==> src/rtl/data_mem_arbiter.sv <==
`default_nettype none
// ============================================================================
// Module   : data_mem_arbiter
// Brief    : Shares a single-port 256x16 data memory between the core
//            (priority) and an external req/gnt/ack requester.
//            Optional macro EXT_WRITE_PROTECT_EN blocks external writes at or
//            above PROT_BASE and adds the ext_err port.
// Revision : 1.0 - initial release
// ============================================================================
module data_mem_arbiter #(
    parameter int         MAX_WAIT  = 4,
    parameter logic [7:0] PROT_BASE = 8'hC0
) (
    input  logic        clk,
    input  logic        reset,
    input  logic [7:0]  cpu_addr,
    input  logic [15:0] cpu_wdata,
    input  logic        cpu_wr_en,
    input  logic        cpu_rd_en,
    output logic [15:0] cpu_rdata,
    output logic        cpu_stall,
    input  logic        ext_req,
    input  logic        ext_we,
    input  logic [7:0]  ext_addr,
    input  logic [15:0] ext_wdata,
    output logic        ext_gnt,
    output logic        ext_ack,
    output logic [15:0] ext_rdata,
`ifdef EXT_WRITE_PROTECT_EN
    output logic        ext_err,
`endif
    output logic [7:0]  mem_addr,
    output logic [15:0] mem_wdata,
    output logic        mem_we,
    output logic        mem_re,
    input  logic [15:0] mem_rdata
);

    typedef enum logic [1:0] {
        IDLE  = 2'd0,
        GRANT = 2'd1,
        ACK   = 2'd2
    } state_t;

    state_t     state;
    state_t     state_nxt;
    logic [3:0] wait_cnt;
    logic [3:0] wait_cnt_nxt;
    logic       core_busy;
    logic       ext_blocked;

    if (MAX_WAIT < 1 || MAX_WAIT > 15) begin : g_max_wait_range
        $error("data_mem_arbiter: MAX_WAIT must lie within 1..15");
    end

    assign core_busy = cpu_rd_en | cpu_wr_en;

`ifdef EXT_WRITE_PROTECT_EN
    assign ext_blocked = ext_we && (ext_addr >= PROT_BASE);
`else
    // PROT_BASE stays in the parameter list so both builds instantiate alike.
    logic unused_prot_base;
    assign unused_prot_base = &{1'b0, PROT_BASE};
    assign ext_blocked      = 1'b0;
`endif

    always_ff @(posedge clk or posedge reset) begin
        if (reset) begin
            state    <= IDLE;
            wait_cnt <= 4'd0;
        end else begin
            state    <= state_nxt;
            wait_cnt <= wait_cnt_nxt;
        end
    end

    always_comb begin
        state_nxt    = state;
        wait_cnt_nxt = wait_cnt;
        mem_addr     = cpu_addr;
        mem_wdata    = cpu_wdata;
        mem_we       = cpu_wr_en;
        mem_re       = cpu_rd_en;
        cpu_rdata    = mem_rdata;
        cpu_stall    = 1'b0;
        ext_gnt      = 1'b0;
        unique case (state)
            IDLE: begin
                if (ext_req) begin
                    if (!core_busy || (wait_cnt == 4'(MAX_WAIT))) begin
                        state_nxt = GRANT;
                    end else begin
                        wait_cnt_nxt = wait_cnt + 4'd1;
                    end
                end else begin
                    wait_cnt_nxt = 4'd0;
                end
            end
            GRANT: begin
                // The core's access this cycle is dropped; cpu_stall makes it retry.
                mem_addr  = ext_addr;
                mem_wdata = ext_wdata;
                mem_we    = ext_we & ~ext_blocked;
                mem_re    = ~ext_we;
                ext_gnt   = 1'b1;
                cpu_stall = core_busy;
                cpu_rdata = 16'd0;
                state_nxt = ACK;
            end
            ACK: begin
                wait_cnt_nxt = 4'd0;
                state_nxt    = IDLE;
            end
            default: state_nxt = IDLE;
        endcase
    end

    always_ff @(posedge clk or posedge reset) begin
        if (reset) begin
            ext_ack   <= 1'b0;
            ext_rdata <= 16'd0;
        end else begin
            ext_ack <= (state == GRANT);
            if ((state == GRANT) && !ext_we) begin
                ext_rdata <= mem_rdata;
            end
        end
    end

`ifdef EXT_WRITE_PROTECT_EN
    always_ff @(posedge clk or posedge reset) begin
        if (reset) begin
            ext_err <= 1'b0;
        end else begin
            ext_err <= (state == GRANT) && ext_blocked;
        end
    end
`endif

endmodule
`default_nettype wire

==> config.mk <==
export PLATFORM = sky130hd
export DESIGN_NAME = data_mem_arbiter
export DESIGN_NICKNAME = d
export VERILOG_FILES = /design/src/rtl/data_mem_arbiter.sv
export SDC_FILE = /design/constraint.sdc
export NUM_CORES = 1
export LEC_CHECK = 0
export CAP_MARGIN = 40
export CELL_PAD_IN_SITES_DETAIL_PLACEMENT = 1
export CELL_PAD_IN_SITES_GLOBAL_PLACEMENT = 2
export CORE_MARGIN = 5
export CORE_UTILIZATION = 16
export CTS_BUF_LIST = sky130_fd_sc_hd__clkbuf_8
export CTS_CLUSTER_DIAMETER = 150
export DETAILED_ROUTE_END_ITERATION = 10
export GPL_TIMING_DRIVEN = 0
export PLACE_DENSITY = 0.95
export SLEW_MARGIN = 15
export SYNTH_ARGS = -nofsm -noshare
export SYNTH_HDL_FRONTEND = slang
export SYNTH_SLANG_ARGS = --single-unit
==> constraint.sdc <==
create_clock -name clk -period 3.79 [get_ports clk]
set_input_delay 0.758 -clock clk [delete_from_list [all_inputs] [get_ports clk]]
set_output_delay 0.758 -clock clk [all_outputs]
set_load 0.1 [all_outputs]
-- Word-level counts from Yosys, hierarchy flattened
Index checks and enable logic that the tools add are counted.
W data, S select, Z words.
- equal/unequal tests: 6
- reductions and logical operators: 8
- bitwise operators: 2
- add/subtract/negate cells: 1
- multiplexer cells: 13
- operator list (kind ; count):
    $mux W16 ; 2
    $mux W4 ; 2
    $mux W8 ; 1
    $pmux W4 S2 ; 1
    $add A4 B1 Y4 const B ; 1
    $eq A4 B3 Y1 const B ; 1
    $mux W1 ; 4
    $mux W2 ; 2
    $ne A2 B2 Y1 const B ; 2
    $pmux W2 S2 ; 1
    $reduce_and A2 Y1 ; 2
    $ne A3 B3 Y1 const B ; 1
    $eq A2 B1 Y1 const B ; 1
    $eq A2 B2 Y1 const B ; 1
    $logic_not A1 Y1 ; 2
    $logic_not A2 Y1 ; 1
    $reduce_bool A2 Y1 ; 1
    $logic_and A1 B1 Y1 ; 1
    $logic_or A1 B1 Y1 ; 1
    $not A1 Y1 ; 1
    $or A1 B1 Y1 ; 1
- register bits: 23
- word-level logic and storage cells: 34
- output and inout port bits: 61

-- Depth between registers and ports, before layout
Gate-level depths: netlist of run 1.
- depth after elaboration: 6
- depth in mapped cells: 6
- mapped depth without buffers: 5

-- Least setup slack after synthesis of run 1
Ideal clock, no wire load.
- kind: register -> output
- from: register state[1]
- to: output cpu_stall
- stages on the path, launching flop included: 5
- data arrival time: 2115 ps
- slack: 917 ps
- cell sequence: dfrtp_1 -> nand2b_1 -> buf_2 -> buf_1 -> nor2_1
- longest elaborated chain between the ends: 2
- ends and longest elaborated chain (item ; RTL line ; text):
    start, declared ; 45 ; state_t state;
    start signal, assigned ; 72 ; state <= state_nxt;
    $eq A2 B1 Y1 ; 87 ; unique case (state)
    $mux W1 ; 87 ;
    end, declared ; 21 ; output logic cpu_stall,
No other way between the ends.

-- Worst setup path in the final report of run 1
- from: register state[0]
- to: output mem_addr[2]
- longest elaborated chain between the ends: 2
- ends and longest elaborated chain (item ; RTL line ; text):
    $eq A2 B1 Y1 ; 87 ;
    $mux W8 ; 87 ;
    end, declared ; 32 ; output logic [7:0] mem_addr,
No other way between the ends.

==> results of run 1 <==
final timing paths:
path                               from            to  slack [ns]  cells past startpoint
max                            state[0]   mem_addr[2]        0.54                      8
min                        ext_rdata[0]  ext_rdata[0]        0.50                      1
max reg2reg                    state[0]  ext_rdata[5]        2.12                      5
min reg2reg                ext_rdata[0]  ext_rdata[0]        0.50                      1
max in group asynchronous         reset  ext_rdata[8]        2.57                      3
min in group asynchronous         reset  ext_rdata[0]        0.79                      2
where the power goes:
| part | internal (mW) | switching, mW | leakage (nW) |
|---|---|---|---|
| combinational | 0.604 | 0.953 | 1.46 |
| clock | 0.0733 | 0.0784 | 0.0255 |
| sequential | 0.308 | 0.0369 | 0.286 |
| total | 0.986 | 1.07 | 1.78 |
flip-flops by register name (all words and copies together) (netlist names):
register	cells
ext_ack	1
ext_rdata	16
state	2
wait_cnt	4
logic make-up after synthesis:
| group | count (synthesis) | synth area share |
|---|---|---|
| AND/OR/NAND/NOR | 105 | 0.3354 |
| adder cells (fa/ha/maj) | 2 | 0.01798 |
| buffers and inverters | 16 | 0.04856 |
| multiplexers | 16 | 0.1295 |
| flip-flops | 23 | 0.4137 |
| AO/OA/AOI/OAI | 12 | 0.05486 |
placed cells by master (no fill, tap or decap), types with 2 or more instances in the layout:
cell type | Yosys | layout
sky130_fd_sc_hd__buf_2 | 3 | 3
sky130_fd_sc_hd__nor2_1 | 5 | 5
sky130_fd_sc_hd__dfrtp_1 | 23 | 23
sky130_fd_sc_hd__clkbuf_8 | 0 | 3
sky130_fd_sc_hd__o22ai_1 | 2 | 2
sky130_fd_sc_hd__clkdlybuf4s50_1 | 0 | 130
sky130_fd_sc_hd__mux2_1 | 10 | 10
sky130_fd_sc_hd__inv_1 | 7 | 7
sky130_fd_sc_hd__nand2_1 | 75 | 75
sky130_fd_sc_hd__nor2b_1 | 2 | 2
sky130_fd_sc_hd__o21ai_0 | 4 | 4
sky130_fd_sc_hd__buf_8 | 0 | 48
sky130_fd_sc_hd__mux2_2 | 6 | 6
sky130_fd_sc_hd__buf_16 | 0 | 14
sky130_fd_sc_hd__and2_1 | 16 | 16
sky130_fd_sc_hd__ha_1 | 2 | 2
sky130_fd_sc_hd__clkbuf_1 | 3 | 3
area by class of cell:
cell class | count | area, µm² | share of cell area
Buffer | 8 | 37.54 | 0.009431
Clock buffer | 3 | 41.29 | 0.01037
Clock inverter | 1 | 5.005 | 0.001257
Inverter | 8 | 30.03 | 0.007545
Multi-Input combinational cell | 135 | 748.2 | 0.1880
Sequential cell | 23 | 575.6 | 0.1446
Tap cell | 108 | 135.1 | 0.03395
Timing Repair Buffer | 192 | 2407 | 0.6048
metal layers:
metal | vias up | GRT usage | part of all wire
li1 | 943 | - | -
met3 | 10 | 0.02616 | 0.051
met1 | 905 | 0.1408 | 0.34
met5 | - | 0 | 0
met4 | 0 | 0.03386 | 0.021
met2 | 65 | 0.2901 | 0.59
==> Implementation_results.wiki, run 1 <==
{| class="wikitable"
! Metric !! Value
|-
| Global route total overflow || 0
|-
| Cell row count || 34
|-
| Primary flip-flop cell chosen by synthesis mapping || sky130_fd_sc_hd__dfrtp_1
|-
| Kind of cell with the highest combined delay on the critical path || buffers and inverters
|-
| Core region area || around 8600 µm²
|-
| Final standard cell utilization of the core || 0.4632
|-
| Clock sink count || 23
|-
| Final worst setup slack || roughly 0.54 ns
|-
| Post-synthesis net count || 246
|-
| Worst setup timing slack at the placement stage || between 0.7 and 0.8 ns
|-
| Number of synthesized register bits || 23
|-
| Highest clock frequency the design can meet || 307.2 MHz
|-
| Synthesized area per cell || 7.996 µm²
|-
| Critical Path Max Stage Delay || 0.51 ns
|-
| CP required || 3.03 ns
|-
| Critical Path Source Type || flop
|-
| Routed wire length || 7617 µm
|-
| Count of fill cells added during filler insertion || 950
|-
| Period utilization || 0.8588
|-
| Post-detailed-route count of antenna-violating nets || 0
|-
| Wire length of the first global-routing pass || between 10000 and 15000 µm
|-
| CTS tree || done
|-
| Final instance count without filler cells || 478
|-
| Clock skew after layout || 0.0005015 ns
|-
| Clk_lat worst skew || 0.26 ns
|-
| Inserted Diodes || 0
|-
| Overall power after layout || a little over 2 mW
|-
| Post-CTS sizing || 0
|-
| Number of antenna violations at the first check in global routing || 0
|-
| Synthesized instance count || about 170
|-
| Classification of the worst-slack hold path || reg -> reg
|-
| Total number of vias || 1923
|-
| Critical-path maximum fanout || 10
|-
| Number of failing hold endpoints at the final stage || 0
|-
| Pins Over Slew Limit || 0
|-
| Setup_tns || 0 ns
|-
| Status || completed
|-
| Pwr dens || between 500 and 600 nW/µm²
|-
| Final design instance area without fill || about 4000 µm²
|-
| Worst slew margin || 0.6716
|-
| DRC || 0
|-
| Post-synthesis cell area || 1391 µm²
|-
| Number of unique standard cell types used by synthesis || 29
|-
| Signed area change from the synthesized netlist to the final layout || 186.1%
|-
| Top-level port count || about 130
|-
| Final net count || about 440
|-
| GRT Overall Usage || 0.1401
|-
| Number of warnings issued by yosys || 0
|-
| Worst Max-Slew Pin Slew || 0.4926 ns
|-
| LEAKAGE || about 1.8 nW
|-
| Die Span Y || 103.3 µm
|-
| Portion of synthesized cell area occupied by the leading cell type || 0.4137
|-
| Master cell of the clock root buffer || sky130_fd_sc_hd__clkbuf_8
|-
| Share of post-route cells with drive strength above 1 || 0.2081
|-
| Clock period minus worst slack || 3.255 ns
|-
| Starting density of the core || 0.1619
|-
| Most common cell in the synthesized netlist || sky130_fd_sc_hd__nand2_1
|-
| Hold buffers post-CTS || 0
|-
| Post-Route Hold Slack || 0.4968 ns
|-
| Maximum clock path buffer count || 2
|-
| Cells after DPL || 474
|-
| Vias in the first global route || 2229
|-
| CTS H-tree lvls || 1
|-
| Routability Congestion || 0.7830
|-
| Die W || 103.3 µm
|-
| Max-capacitance violation count || 0
|-
| Slowest cell on the critical path || sky130_fd_sc_hd__clkdlybuf4s50_1
|-
| List of cells traversed by the critical path || nand2b_1 > buf_2 > clkinv_1 > buf_2 > nand2_1 > nand2_1 > clkdlybuf4s50_1 > buf_16
|-
| Number of buffers added for setup after CTS || 0
|-
| RSZ-0062 raised after global routing || no
|-
| Commonest cells in the synthesized netlist || sky130_fd_sc_hd__nand2_1, sky130_fd_sc_hd__dfrtp_1, sky130_fd_sc_hd__and2_1
|-
| EDFF count, synth || 0
|-
| Proportion of synthesized flip-flops having asynchronous set or reset || 1.000
|-
| Total setup violations reported at the end of the flow || 0
|-
| Cell area reported after detailed placement || 3934 µm²
|-
| Cells taking the most area after synthesis || sky130_fd_sc_hd__dfrtp_1, sky130_fd_sc_hd__nand2_1, sky130_fd_sc_hd__mux2_1, sky130_fd_sc_hd__and2_1, sky130_fd_sc_hd__mux2_2
|-
| Top cell type by total area after synthesis || sky130_fd_sc_hd__dfrtp_1
|-
| Arrival time of the worst setup path || 2.50 ns
|-
| Buffers added on ports || 130
|-
| Total CTS buffers || 3
|-
| Half-perimeter wire length of the detailed placement result || 6796 µm
|-
| Share of synthesized area occupied by flip-flops and latches || 0.4137
|-
| Detailed-route vias per instance || 4.023
|-
| Critical path class || reg -> out
|-
| Area enclosed by the die boundary || 10660 µm²
|-
| Maximum number of pins on one net before global-route repair || 16
|-
| Clock-pin slew on the worst setup and hold paths || ~0.080 ns
|-
| Max VDD drop || 0.0001696 V
|-
| Number of buffer and inverter stages on the critical path || 5
|-
| Average wire length per cell after detail routing || 15.94 µm
|-
| Drt initial violations || 24
|-
| Worst Setup End Kind || output pin
|-
| Total iterations of the first detailed-routing run || 3
|}
Note: power is estimated with default switching activity, not from simulation.
==> run 2, diff against run 1 <==
Settings changed: CORE_UTILIZATION 16 to 15, PLACE_DENSITY 0.95 to 0.91.
Clock period 3.79 ns to 3.3 ns, I/O delays scaled along.
==> Implementation_results.wiki, run 2 (same netlist as run 1, synthesis figures left out) <==
{| class="wikitable"
! Metric !! Value
|-
| Hold buffers post-CTS || 0
|-
| Inserted Diodes || 0
|-
| Max VDD drop || 0.0002595 V
|-
| CTS tree || done
|-
| Total setup violations reported at the end of the flow || 0
|-
| Post-detailed-route count of antenna-violating nets || 0
|-
| Area enclosed by the die boundary || 11300 µm²
|-
| Status || completed
|-
| Half-perimeter wire length of the detailed placement result || roughly 6400 µm
|-
| Final net count || 446
|-
| LEAKAGE || about 1.8 nW
|-
| Cells after DPL || around 480
|-
| Critical-path maximum fanout || 10
|-
| Maximum number of pins on one net before global-route repair || 15
|-
| Number of failing hold endpoints at the final stage || 0
|-
| List of cells traversed by the critical path || nand2b_1 > buf_2 > clkinvlp_4 > buf_2 > nand2_1 > nand2_1 > clkdlybuf4s50_1 > buf_16
|-
| Detailed-route vias per instance || 4.021
|-
| Pwr dens || 587.3 nW/µm²
|-
| Critical register-to-register path startpoint || state[0]
|-
| Clk_lat worst skew || 0.26 ns
|-
| Number of buffer and inverter stages on the critical path || 5
|-
| Pins Over Slew Limit || 0
|-
| Post-Route Hold Slack || 0.4901 ns
|-
| Depth of the most critical reg-to-reg path || 5
|-
| Clock sink count || 23
|-
| Maximum clock path buffer count || 2
|-
| Classification of the worst-slack hold path || reg -> reg
|-
| Total CTS buffers || 3
|-
| GRT Overall Usage || 0.1300
|-
| Total iterations of the first detailed-routing run || 4
|-
| Number of antenna violations at the first check in global routing || 0
|-
| Master cell of the clock root buffer || sky130_fd_sc_hd__clkbuf_8
|-
| Final worst setup slack || 0.2092 ns
|-
| Share of post-route cells with drive strength above 1 || 0.2225
|-
| Worst min-delay path endpoint || ext_rdata[0]
|-
| Most common library cell in the layout ignoring fill and taps || sky130_fd_sc_hd__clkdlybuf4s50_1
|-
| Top-level port count || ~130
|-
| Slowest cell on the critical path || sky130_fd_sc_hd__clkdlybuf4s50_1
|-
| Starting density of the core || 0.1520
|-
| Critical Path Source Type || flop
|-
| Average wire length per cell after detail routing || 15.41 µm
|-
| Arrival time of the worst setup path || 2.43 ns
|-
| Routability Congestion || 0.6795
|-
| Setup_tns || 0 ns
|-
| Clock period minus worst slack || slightly above 3 ns
|-
| Number of cells traversed by the worst hold path || 1
|-
| Final instance count without filler cells || 484
|-
| Buffers added on ports || 130
|-
| Worst slew margin || 0.7014
|-
| Kind of cell with the highest combined delay on the critical path || buffers and inverters
|-
| Source of the worst hold timing path || ext_rdata[0]
|-
| DRC || 0
|-
| Top library cells by usage in the layout, fill and taps aside || sky130_fd_sc_hd__clkdlybuf4s50_1, sky130_fd_sc_hd__nand2_1, sky130_fd_sc_hd__buf_8, sky130_fd_sc_hd__dfrtp_1, sky130_fd_sc_hd__and2_1
|-
| Cell row count || 35
|-
| Vias in the first global route || ~2200
|-
| Largest registers || ext_rdata x16, wait_cnt x4, state x2
|-
| Routed wire length || approximately 7500 µm
|-
| Max-capacitance violation count || 0
|-
| Highest clock frequency the design can meet || 323.5 MHz
|-
| Final design instance area without fill || 4000 µm²
|-
| Worst Max-Slew Pin Slew || 0.4474 ns
|-
| CP required || approximately 2.6 ns
|-
| Critical path class || reg -> out
|-
| CTS H-tree lvls || 1
|-
| Total number of vias || 1946
|-
| Register containing the most flip-flops in the final layout || ext_rdata
|-
| Cell area reported after detailed placement || 3925 µm²
|-
| Worst Setup End Kind || output pin
|-
| Global route total overflow || 0
|-
| Critical R2R Capture || ext_rdata[8]
|-
| Critical Path Max Stage Delay || 0.50 ns
|-
| Reg-to-reg setup timing slack || 1.60 ns
|-
| Period utilization || 0.9366
|-
| Final standard cell utilization of the core || 0.4370
|-
| Clock skew after layout || around 0.0010 ns
|-
| RSZ-0062 raised after global routing || no
|-
| Worst setup timing slack at the placement stage || 0.3032 ns
|-
| Drt initial violations || 25
|-
| Die W || 106.3 µm
|-
| Wire length of the first global-routing pass || between 10000 and 15000 µm
|-
| Clock-pin slew on the worst setup and hold paths || 0.08 ns
|-
| Signed area change from the synthesized netlist to the final layout || 187.5%
|-
| Largest register FFs || 16
|-
| Die Span Y || 106.3 µm
|-
| Core region area || 9153 µm²
|-
| Overall power after layout || 2.349 mW
|}
==> run 2: how the worst max path moves through the flow <==
stage / start / endpoint / slack, ns / cells past startpoint
floorplan: state[1] / cpu_stall / 0.52 / 4
global placement: state[0] / cpu_rdata[14] / 0.02 / 5
detailed placement: state[0] / mem_addr[7] / 0.30 / 7
CTS: state[0] / mem_wdata[4] / 0.04 / 8
global route: state[0] / mem_wdata[14] / 0.02 / 8
finish: state[0] / mem_wdata[14] / 0.21 / 8
==> run 2: power by group <==
part / switching [mW] / internal, mW / leakage (nW)
registers: 0.0402 / 0.354 / 0.286
clock network: 0.0914 / 0.0831 / 0.0269
logic: 1.09 / 0.695 / 1.48
==> run 2: what timing repair did <==
item	CTS	global route
resized for setup	1	4
setup endpoints to repair	1	20
setup buffers	0	3
cloned	0	0
==> run 2: cell type report <==
type / instances / area [µm²]
clock buffers: 3 / 41.29
repair buffers: 195 / 2417
multi-input cells: 135 / 748.2
plain buffers: 8 / 41.29
inverters: 8 / 33.78
fillers: 995 / 5152
well taps: 111 / 138.9
clock inverters: 1 / 3.754
flip-flops and latches: 23 / 575.6
==> run 2: metal layers <==
metal  routed length (µm)  track usage
met4                    0     0.005550
met5                    0            0
met2                 4456       0.2756
met1                 2597       0.1283
met3                  406      0.03582
